$ cat src/rtl/psram_pkg.sv
// Shared types and helpers for the multi-port PSRAM controller.
package psram_pkg;

    typedef enum logic [1:0] {
        ST_IDLE,
        ST_ACCESS,
        ST_RECOVER
    } state_t;

    localparam int ARB_FIXED = 0;
    localparam int ARB_RR    = 1;

    // Byte writes put the same byte on both halves; UB/LB pick the lane.
    function automatic logic [15:0] rep_byte(input logic [7:0] b);
        return {b, b};
    endfunction

    // Width of a port index; never zero so a single-port build still has a bit.
    function automatic int idx_width(input int n);
        return (n > 1) ? $clog2(n) : 1;
    endfunction

endpackage

$ cat src/rtl/psram_port_arbiter.sv
// Combinational grant selection: fixed priority or round-robin after ptr.
module psram_port_arbiter
    import psram_pkg::*;
#(
    parameter int NUM_PORTS = 3,
    parameter int ARB_MODE  = ARB_FIXED,
    parameter int IDX_W     = idx_width(NUM_PORTS)
) (
    input  logic [NUM_PORTS-1:0] req,
    input  logic [IDX_W-1:0]     ptr,
    output logic [NUM_PORTS-1:0] grant,
    output logic [IDX_W-1:0]     idx
);

    localparam logic [NUM_PORTS-1:0] ONE = NUM_PORTS'(1);

    logic                 found;
    int unsigned          pos;
    logic [NUM_PORTS-1:0] req_rot;

    // Walk the ports in search order and take the first one requesting.
    always_comb begin
        grant   = '0;
        idx     = '0;
        found   = 1'b0;
        pos     = 0;
        req_rot = '0;
        for (int unsigned k = 0; k < NUM_PORTS; k++) begin
            if (ARB_MODE == ARB_RR)
                pos = (32'(ptr) + k + 1) % NUM_PORTS;
            else
                pos = k;
            req_rot = req >> pos;
            if (!found && req_rot[0]) begin
                found = 1'b1;
                grant = ONE << pos;
                idx   = IDX_W'(pos);
            end
        end
    end

endmodule

$ cat src/rtl/psram_multiport_ctrl.sv
// Arbitrates NUM_PORTS byte requesters onto one asynchronous 16-bit PSRAM.
module psram_multiport_ctrl #(
    parameter int NUM_PORTS   = 3,
    parameter int ADDR_W      = 24,
    parameter int WAIT_CYCLES = 3,
    parameter int RECOVERY    = 1,
    parameter int ARB_RR      = 0
) (
    input  logic                        clk,
    input  logic                        reset_n,
    input  logic [NUM_PORTS-1:0]        req,
    input  logic [NUM_PORTS-1:0]        we,
    input  logic [NUM_PORTS*ADDR_W-1:0] addr,
    input  logic [NUM_PORTS*8-1:0]      wdata,
    output logic [NUM_PORTS-1:0]        ack,
    output logic [NUM_PORTS-1:0]        done,
    output logic [7:0]                  rdata,
    output logic                        busy,
    output logic                        mem_oe_n,
    output logic                        mem_we_n,
    output logic                        ram_cs_n,
    output logic                        ram_ub_n,
    output logic                        ram_lb_n,
    output logic                        mem_adv,
    output logic                        mem_clk,
    output logic                        ram_cre,
    output logic [ADDR_W-2:0]           mem_adr,
    output logic [15:0]                 mem_db_o,
    output logic                        mem_db_oe,
    input  logic [15:0]                 mem_db_i
);
    import psram_pkg::*;

    localparam int IDX_W   = idx_width(NUM_PORTS);
    localparam int CNT_MAX = (WAIT_CYCLES > RECOVERY) ? WAIT_CYCLES : RECOVERY;
    localparam int CNT_W   = (CNT_MAX > 1) ? $clog2(CNT_MAX) : 1;

    state_t                  state_q, state_d;
    logic [CNT_W-1:0]        cnt_q, cnt_d;
    logic [IDX_W-1:0]        ptr_q, ptr_d;
    logic [NUM_PORTS-1:0]    sel_q, sel_d;
    logic                    wr_q, wr_d;
    logic                    a0_q, a0_d;
    logic [7:0]              wd_q, wd_d;
    logic [ADDR_W-2:0]       adr_q, adr_d;
    logic                    cs_q, cs_d, oe_q, oe_d, wen_q, wen_d;
    logic                    ub_q, ub_d, lb_q, lb_d, dboe_q, dboe_d;
    logic [NUM_PORTS-1:0]    ack_q, ack_d, done_q, done_d;
    logic [7:0]              rdata_q, rdata_d;

    logic [NUM_PORTS-1:0]    grant;
    logic [IDX_W-1:0]        gidx;
    logic [ADDR_W-1:0]       addr_arr  [NUM_PORTS];
    logic [7:0]              wdata_arr [NUM_PORTS];
    logic [ADDR_W-1:0]       g_addr;
    logic                    g_we;
    logic [7:0]              g_wdata;

    for (genvar i = 0; i < NUM_PORTS; i++) begin : g_unpack
        assign addr_arr[i]  = addr[i*ADDR_W +: ADDR_W];
        assign wdata_arr[i] = wdata[i*8 +: 8];
    end

    psram_port_arbiter #(
        .NUM_PORTS (NUM_PORTS),
        .ARB_MODE  ((ARB_RR != 0) ? psram_pkg::ARB_RR : psram_pkg::ARB_FIXED),
        .IDX_W     (IDX_W)
    ) u_arb (
        .req   (req),
        .ptr   (ptr_q),
        .grant (grant),
        .idx   (gidx)
    );

    assign g_addr  = addr_arr[gidx];
    assign g_we    = we[gidx];
    assign g_wdata = wdata_arr[gidx];

    // Next-state and next-output logic; bus controls are registered so they change on the edge.
    always_comb begin
        state_d = state_q;
        cnt_d   = cnt_q;
        ptr_d   = ptr_q;
        sel_d   = sel_q;
        wr_d    = wr_q;
        a0_d    = a0_q;
        wd_d    = wd_q;
        adr_d   = adr_q;
        cs_d    = cs_q;
        oe_d    = oe_q;
        wen_d   = wen_q;
        ub_d    = ub_q;
        lb_d    = lb_q;
        dboe_d  = dboe_q;
        ack_d   = '0;
        done_d  = '0;
        rdata_d = rdata_q;
        case (state_q)
            ST_IDLE: begin
                if (|req) begin
                    state_d = ST_ACCESS;
                    cnt_d   = '0;
                    ptr_d   = gidx;
                    sel_d   = grant;
                    wr_d    = g_we;
                    a0_d    = g_addr[0];
                    wd_d    = g_wdata;
                    adr_d   = g_addr[ADDR_W-1:1];
                    cs_d    = 1'b0;
                    ub_d    = g_addr[0];
                    lb_d    = ~g_addr[0];
                    oe_d    = g_we;
                    wen_d   = ~g_we;
                    dboe_d  = g_we;
                    ack_d   = grant;
                end
            end
            ST_ACCESS: begin
                if (cnt_q == CNT_W'(WAIT_CYCLES - 1)) begin
                    if (!wr_q)
                        rdata_d = a0_q ? mem_db_i[7:0] : mem_db_i[15:8];
                    cs_d    = 1'b1;
                    oe_d    = 1'b1;
                    wen_d   = 1'b1;
                    ub_d    = 1'b1;
                    lb_d    = 1'b1;
                    dboe_d  = 1'b0;
                    done_d  = sel_q;
                    cnt_d   = '0;
                    state_d = (RECOVERY > 0) ? ST_RECOVER : ST_IDLE;
                end else begin
                    cnt_d = cnt_q + 1'b1;
                end
            end
            ST_RECOVER: begin
                if (cnt_q == CNT_W'(RECOVERY - 1))
                    state_d = ST_IDLE;
                else
                    cnt_d = cnt_q + 1'b1;
            end
            default: state_d = ST_IDLE;
        endcase
    end

    // State and output registers; reset releases the bus immediately.
    always_ff @(posedge clk or negedge reset_n) begin
        if (!reset_n) begin
            state_q <= ST_IDLE;
            cnt_q   <= '0;
            ptr_q   <= IDX_W'(NUM_PORTS - 1);
            sel_q   <= '0;
            wr_q    <= 1'b0;
            a0_q    <= 1'b0;
            wd_q    <= '0;
            adr_q   <= '0;
            cs_q    <= 1'b1;
            oe_q    <= 1'b1;
            wen_q   <= 1'b1;
            ub_q    <= 1'b1;
            lb_q    <= 1'b1;
            dboe_q  <= 1'b0;
            ack_q   <= '0;
            done_q  <= '0;
            rdata_q <= '0;
        end else begin
            state_q <= state_d;
            cnt_q   <= cnt_d;
            ptr_q   <= ptr_d;
            sel_q   <= sel_d;
            wr_q    <= wr_d;
            a0_q    <= a0_d;
            wd_q    <= wd_d;
            adr_q   <= adr_d;
            cs_q    <= cs_d;
            oe_q    <= oe_d;
            wen_q   <= wen_d;
            ub_q    <= ub_d;
            lb_q    <= lb_d;
            dboe_q  <= dboe_d;
            ack_q   <= ack_d;
            done_q  <= done_d;
            rdata_q <= rdata_d;
        end
    end

    assign ack       = ack_q;
    assign done      = done_q;
    assign rdata     = rdata_q;
    assign busy      = (state_q != ST_IDLE);
    assign ram_cs_n  = cs_q;
    assign mem_oe_n  = oe_q;
    assign mem_we_n  = wen_q;
    assign ram_ub_n  = ub_q;
    assign ram_lb_n  = lb_q;
    assign mem_adr   = adr_q;
    assign mem_db_o  = rep_byte(wd_q);
    assign mem_db_oe = dboe_q;
    assign mem_adv   = 1'b0;
    assign mem_clk   = 1'b0;
    assign ram_cre   = 1'b0;

endmodule

$ cat config.mk
export PLATFORM = sky130hd
export DESIGN_NAME = psram_multiport_ctrl
export DESIGN_NICKNAME = d
export VERILOG_FILES = /design/src/rtl/psram_pkg.sv /design/src/rtl/psram_port_arbiter.sv /design/src/rtl/psram_multiport_ctrl.sv
export SDC_FILE = /design/constraint.sdc
export NUM_CORES = 1
export LEC_CHECK = 0
export ABC_AREA = 1
export CORE_ASPECT_RATIO = 0.5
export CORE_MARGIN = 1.5
export CORE_UTILIZATION = 36
export DETAILED_ROUTE_END_ITERATION = 10
export GPL_ROUTABILITY_DRIVEN = 0
export MAX_ROUTING_LAYER = met4
export PLACE_DENSITY_LB_ADDON = 0.08
export SLEW_MARGIN = 30
export SYNTH_ARGS = -nofsm -noshare
export SYNTH_HDL_FRONTEND = slang
export SYNTH_SLANG_ARGS = --single-unit
$ cat constraint.sdc
create_clock -name clk -period 4.2 [get_ports clk]
set_clock_uncertainty 0.15 [all_clocks]
set_input_delay 0.42 -clock clk [delete_from_list [all_inputs] [get_ports clk]]
set_output_delay 0.42 -clock clk [all_outputs]
set_load 0.02 [all_outputs]
# Word-level counts from Yosys, hierarchy flattened
# Index checks and enable logic that the tools add are counted.
[totals]
regBits = 60
latchBits = 0
mem_bits_rw = 0
mem_bits_ro = 0
input_bits = 120
output_inout_bits = 63
word_cells = 86
n_memories = 0
[op_classes]
add_sub_neg = 1
multipliers = 0
div = 0
n_lt_le_gt_ge = 2
n_eq_ne = 7
shifts = 0
muxes = 41
bitwise_logic = 4
reduce_logical = 15
[op_table]
columns = ["op", "n"]
rows = [
  ["$bmux 24 s2", 1],
  ["$mux 24", 2],
  ["$mux 8", 3],
  ["$mux 3", 6],
  ["$bmux 8 s2", 1],
  ["$mux 2", 7],
  ["$mux 1", 12],
  ["$pmux 1 s2", 6],
  ["$pmux 2 s3", 2],
  ["$reduce_and 3->1", 4],
  ["$ne 2x2->1 const B", 4],
  ["$eq 2x2->1 const B", 2],
  ["$logic_not 2->1", 2],
  ["$reduce_bool 2->1", 2],
  ["$ge 3x3->1 const B", 1],
  ["$lt 2x3->1 const B", 1],
  ["$not 1->1", 3],
  ["$not 2->3", 1],
  ["$reduce_bool 3->1", 1],
  ["$reduce_or 3->1", 1],
  ["$add 2x1->2 const B", 1],
  ["$bmux 1 s2", 1],
  ["$eq 2x1->1 const B", 1],
  ["$logic_and 1x1->1", 2],
  ["2 further kinds", 3],
]

# Longest topological paths before layout
[logic_depth]
word_depth = 14
mapped_depth = 9
ltp_nobuf = 9

# By module
# Synthesis repeated with hierarchy kept, for this count alone.
[hier_totals]
cells_unflattened = 546
area_unflattened_um2 = 3733.6
[modules_own_cells]
columns = ["mod", "n_inst", "cells_per_inst", "area_each_um2", "seq_area_each_um2"]
rows = [
  ["psram_multiport_ctrl", 1, 538, 3693.5, 1559.0],
  ["psram_port_arbiter", 1, 8, 40.0, 0.0],
]

# Worst setup path after synthesis
# Ideal clock, no wire load.
[synth_path]
path_kind = "reg-to-reg"
from = "reg state_q[0]"
to = "reg wd_q[2]"
setup_ns = 0.118
t_arrival_ns = 1.463
required_ns = 3.932
setup_slack_ns = 2.469
path_stages_with_launch = 9
path_buffers = 1
synth_period_minus_slack_ns = 1.731
path_cell_list = "dfrtp_1 -> inv_1 -> ha_1 -> inv_1 -> a21oi_4 -> inv_2 -> buf_2 -> nand2_1 -> nand2_1"
[synth_via]
elab_chain_cells = 2
[synth_lines]
columns = ["item", "line_no", "text"]
rows = [
  ["start, declared", "psram_multiport_ctrl.sv:38", "state_t state_q, state_d;"],
  ["start signal, assigned", "psram_multiport_ctrl.sv:166", "state_q <= state_d;"],
  ["$logic_not 2->1", "--", ""],
  ["$reduce_and 2->1 (no line)", "--", ""],
  ["end signal, assigned", "psram_multiport_ctrl.sv:172", "wd_q <= wd_d;"],
  ["end, declared", "psram_multiport_ctrl.sv:44", "logic [7:0] wd_q, wd_d;"],
]
# Every way passes these cells.
# A chain may end at the register's enable or synchronous reset.

# Worst setup path after layout
[layout_path]
from = "reg state_q[0]"
to = "out busy"
[layout_via]
elab_chain_cells = 1
[layout_lines]
columns = ["item", "line_no", "text"]
rows = [
  ["$reduce_bool 2->1", "psram_multiport_ctrl.sv:189", "assign busy = (state_q != ST_IDLE);"],
  ["end, declared", "psram_multiport_ctrl.sv:18", "output logic busy,"],
]
# Every way passes these cells.

==> flow_summary.ini <==
[yosys]
ys_types = 25
yosys.area_share.adder = 0.0329
synth.top_cells.by_count = 171 x nand2_1, 72 x nand3_1, 55 x dfrtp_1
synth_mux_area_frac = 0
netlist_area_mm2 = 0.00342
synth_compound_area_frac = 0.0471
yosysSeqAreaShare = 0.440
synth_largest_area_cell = dfrtp_1
ys_ff_latch = 60
syn_avg_cell_area_um2 = 7.39
async_flop_share = 1.00
synth_edf_count = 0
synth_area_leaders = dfrtp_1 40%, nand2_1 19%, nand3_1 11%
synth_simple_gate_area_frac = 0.385
synthFlopType = dfrtp_1
synthCells = 463
synth_xor_area_frac = 0
synth.most_common_cell = nand2_1
synth_warnings = 0
synth_top_family_by_area = simple AND/OR/NAND/NOR gates
synth.top_cell.area_share = 0.402

[critical_path]
cp.buffers_inverters = 3
cp.arrival_ns = 1.94
cp_common_cell = inv_1
path_cells = inv_1 -> ha_1 -> inv_1 -> clkdlybuf4s50_1
required_ns = 3.63
endpoint_kind = output pin
crit_path_top_delay_cell = clkdlybuf4s50_1
crit_family = buffers and inverters
path_class = reg -> out
worstPathMaxFanout = 5
crit_path_max_incr_delay_ns = 0.64
cp-start-kind = flop

[route]
drt_first_iter_violations = 134
drc_errors = 0
via_per_inst = 4.63
ant_nets = 0
dr.pass1.iters = 4
dr_total_vias = 3464
wire_per_inst_um = 13.8
drt-total-wl_mm = 10.3

[clock_tree]
clk_latency_ns = 0.32
cts_tree = yes
post_cts_buffers = 0
clk_pin_slew_ns = 0.06
cts_root_buf = clkbuf_16
cts_max_level = 3
clock_path_buffers = 2
numClockSinks = 60
cts_made_buffers = 9

[sta]
worst_slew_pin_slew_ns = 0.644
setup_viol_count_final = 0
timing.final.max_slew_violations = 0
finalCriticalPeriod_ns = 2.51
hold_viol = 0
rsz0062_at_grt = false
period_share = 0.598
hold_ws_ns = 0.323
fmax_ghz = 0.398
slew_headroom = 0.570
finalSetupTns_ns = 0

[power]
power_leakage_nw = 2.58
swShare = 0.396
intPower_mw = 2.06
power_switching_mw = 1.35
p_per_area_mw_per_mm2 = 620
ir_drop_mv = 0.351
p_seq_frac = 0.293
pwr-share-clk = 0.213
combinationalPowerShare = 0.493

[floorplan]
io_pins = 183
die-height_um = 72.0
dieArea_mm2 = 0.0101
rows = 24
start_util = 0.381
dieWidth_um = 141
core_area_mm2 = 0.00898

[placed_design]
placed_area_mm2 = 0.00519
dp_cells = 731
place_hpwl_mm = 7.25
port_buffers = 179

[cells_and_area]
layout.nets = 755
final_area_mm2 = 0.00550
finish.utilization = 0.612
num_antenna_cells = 0
syn_to_final_growth_pct = 60.5
drive_gt1_frac = 0.0507
final_cell_count_no_fill = 748

[grt]
grt_pass1_vias = 3274
grt_usage = 0.211
grt_pass1_wl_mm = 16.1
grt_max_degree = 69
grt_overflow_total = 0
antenna_found_initial = 0

[hold_path]
hold_class = reg -> reg

[run]
drv_cap = 0

[run_status]
status = finished, final reports clean
-- timing repair --
action / in CTS / in global routing
hold buffers: 1 / 0
hold endpoints to repair: 22 / 0
gates resized for setup: 0 / 0
-- routing by layer --
metal / GRT usage / vias to the layer above / part of all wire
li1: - / 1763 / -
met1: 0.265 / 1594 / 0.46
met2: 0.355 / 105 / 0.47
met3: 0.0502 / 2 / 0.064
met4: 0.0417 / 0 / 0.0026
met5: - / - / 0
-- final cells by class --
type                    count  area (µm²)
inverters                  32         120
flip-flops and latches     60        1510
clock inverters             7        67.6
repair buffers            183        1820
clock buffers               9         225
multi-input cells         340        1610
well taps                 117         146
fillers                   844        3480
-- state kept, by name (all words and copies together), names as in the netlist, 2 cells and up --
signal   cells
mem_adr     23
rdata        8
wd_q         8
ack          3
done         3
sel_q        3
cnt_q        2
state_q      2
-- worst register-to-register path: stages (launching register included) --
cell     delay (ns)
dfrtp_1        0.41
inv_1          0.10
ha_1           0.27
inv_1          0.20
a21oi_4        0.05
inv_2          0.48
o21ai_0        0.20
-- through the flow --
stage / power (mW) / setup WS [ns]
floorplan: 1.96 / 2.47
global placement: 2.69 / 1.42
detailed placement: 2.70 / 1.37
CTS: 3.45 / 1.66
global route: 3.64 / 1.57
finish: 3.41 / 1.69
-- power by group through the flow --
stage	Clock, mW	Sequential (mW)	Combinational, mW
floorplan	0	1.24	0.726
global placement	0	1.00	1.68
detailed placement	0	1.01	1.70
CTS	0.746	1.00	1.70
global route	0.764	1.04	1.84
finish	0.727	0.999	1.68
-- path summary, 6_finish.rpt --
path | start | end | slack [ns] | cells past startpoint
setup / recovery | state_q[0]$_DFFE_PN0P_ | busy | 1.69 | 4
hold / removal | mem_adr[16]$_DFFE_PN0P_ | mem_adr[16]$_DFFE_PN0P_ | 0.32 | 2
setup reg to reg | state_q[0]$_DFFE_PN0P_ | a0_q$_DFFE_PN0P_ | 2.19 | 6
hold reg to reg | mem_adr[16]$_DFFE_PN0P_ | mem_adr[16]$_DFFE_PN0P_ | 0.32 | 2
max in group asynchronous | reset_n | ram_lb_n$_DFFE_PN1P_ | 2.49 | 3
min in group asynchronous | reset_n | state_q[0]$_DFFE_PN0P_ | 0.49 | 2
-- placed cells by master, fill, tap and decap left out, types with 2 or more instances in the layout --
cell type / netlist / final
nand2_1: 171 / 171
o21bai_1: 2 / 2
dfstp_2: 5 / 5
clkbuf_16: 0 / 9
nand3_1: 72 / 72
inv_2: 1 / 2
or2_1: 28 / 28
clkinvlp_4: 0 / 3
clkinv_2: 0 / 3
or2_0: 3 / 3
ha_1: 9 / 9
nand3b_1: 2 / 2
a21oi_1: 10 / 10
buf_4: 12 / 3
o21ai_0: 13 / 13
dfrtp_1: 55 / 55
inv_1: 31 / 30
conb_1: 1 / 3
clkdlybuf4s50_1: 0 / 178
nor2_1: 20 / 19
-- cell families (layout without fill, tap and decap cells) --
| family | count (synthesis) | in the layout |
|---|---|---|
| AND/OR/NAND/NOR | 300 | 300 |
| other | 1 | 3 |
| buffers and inverters | 65 | 231 |
| flip-flops | 60 | 60 |
| adder cells (fa/ha/maj) | 9 | 9 |
| AO/OA/AOI/OAI | 28 | 28 |
No activity file was read; power rests on OpenSTA's default activity.
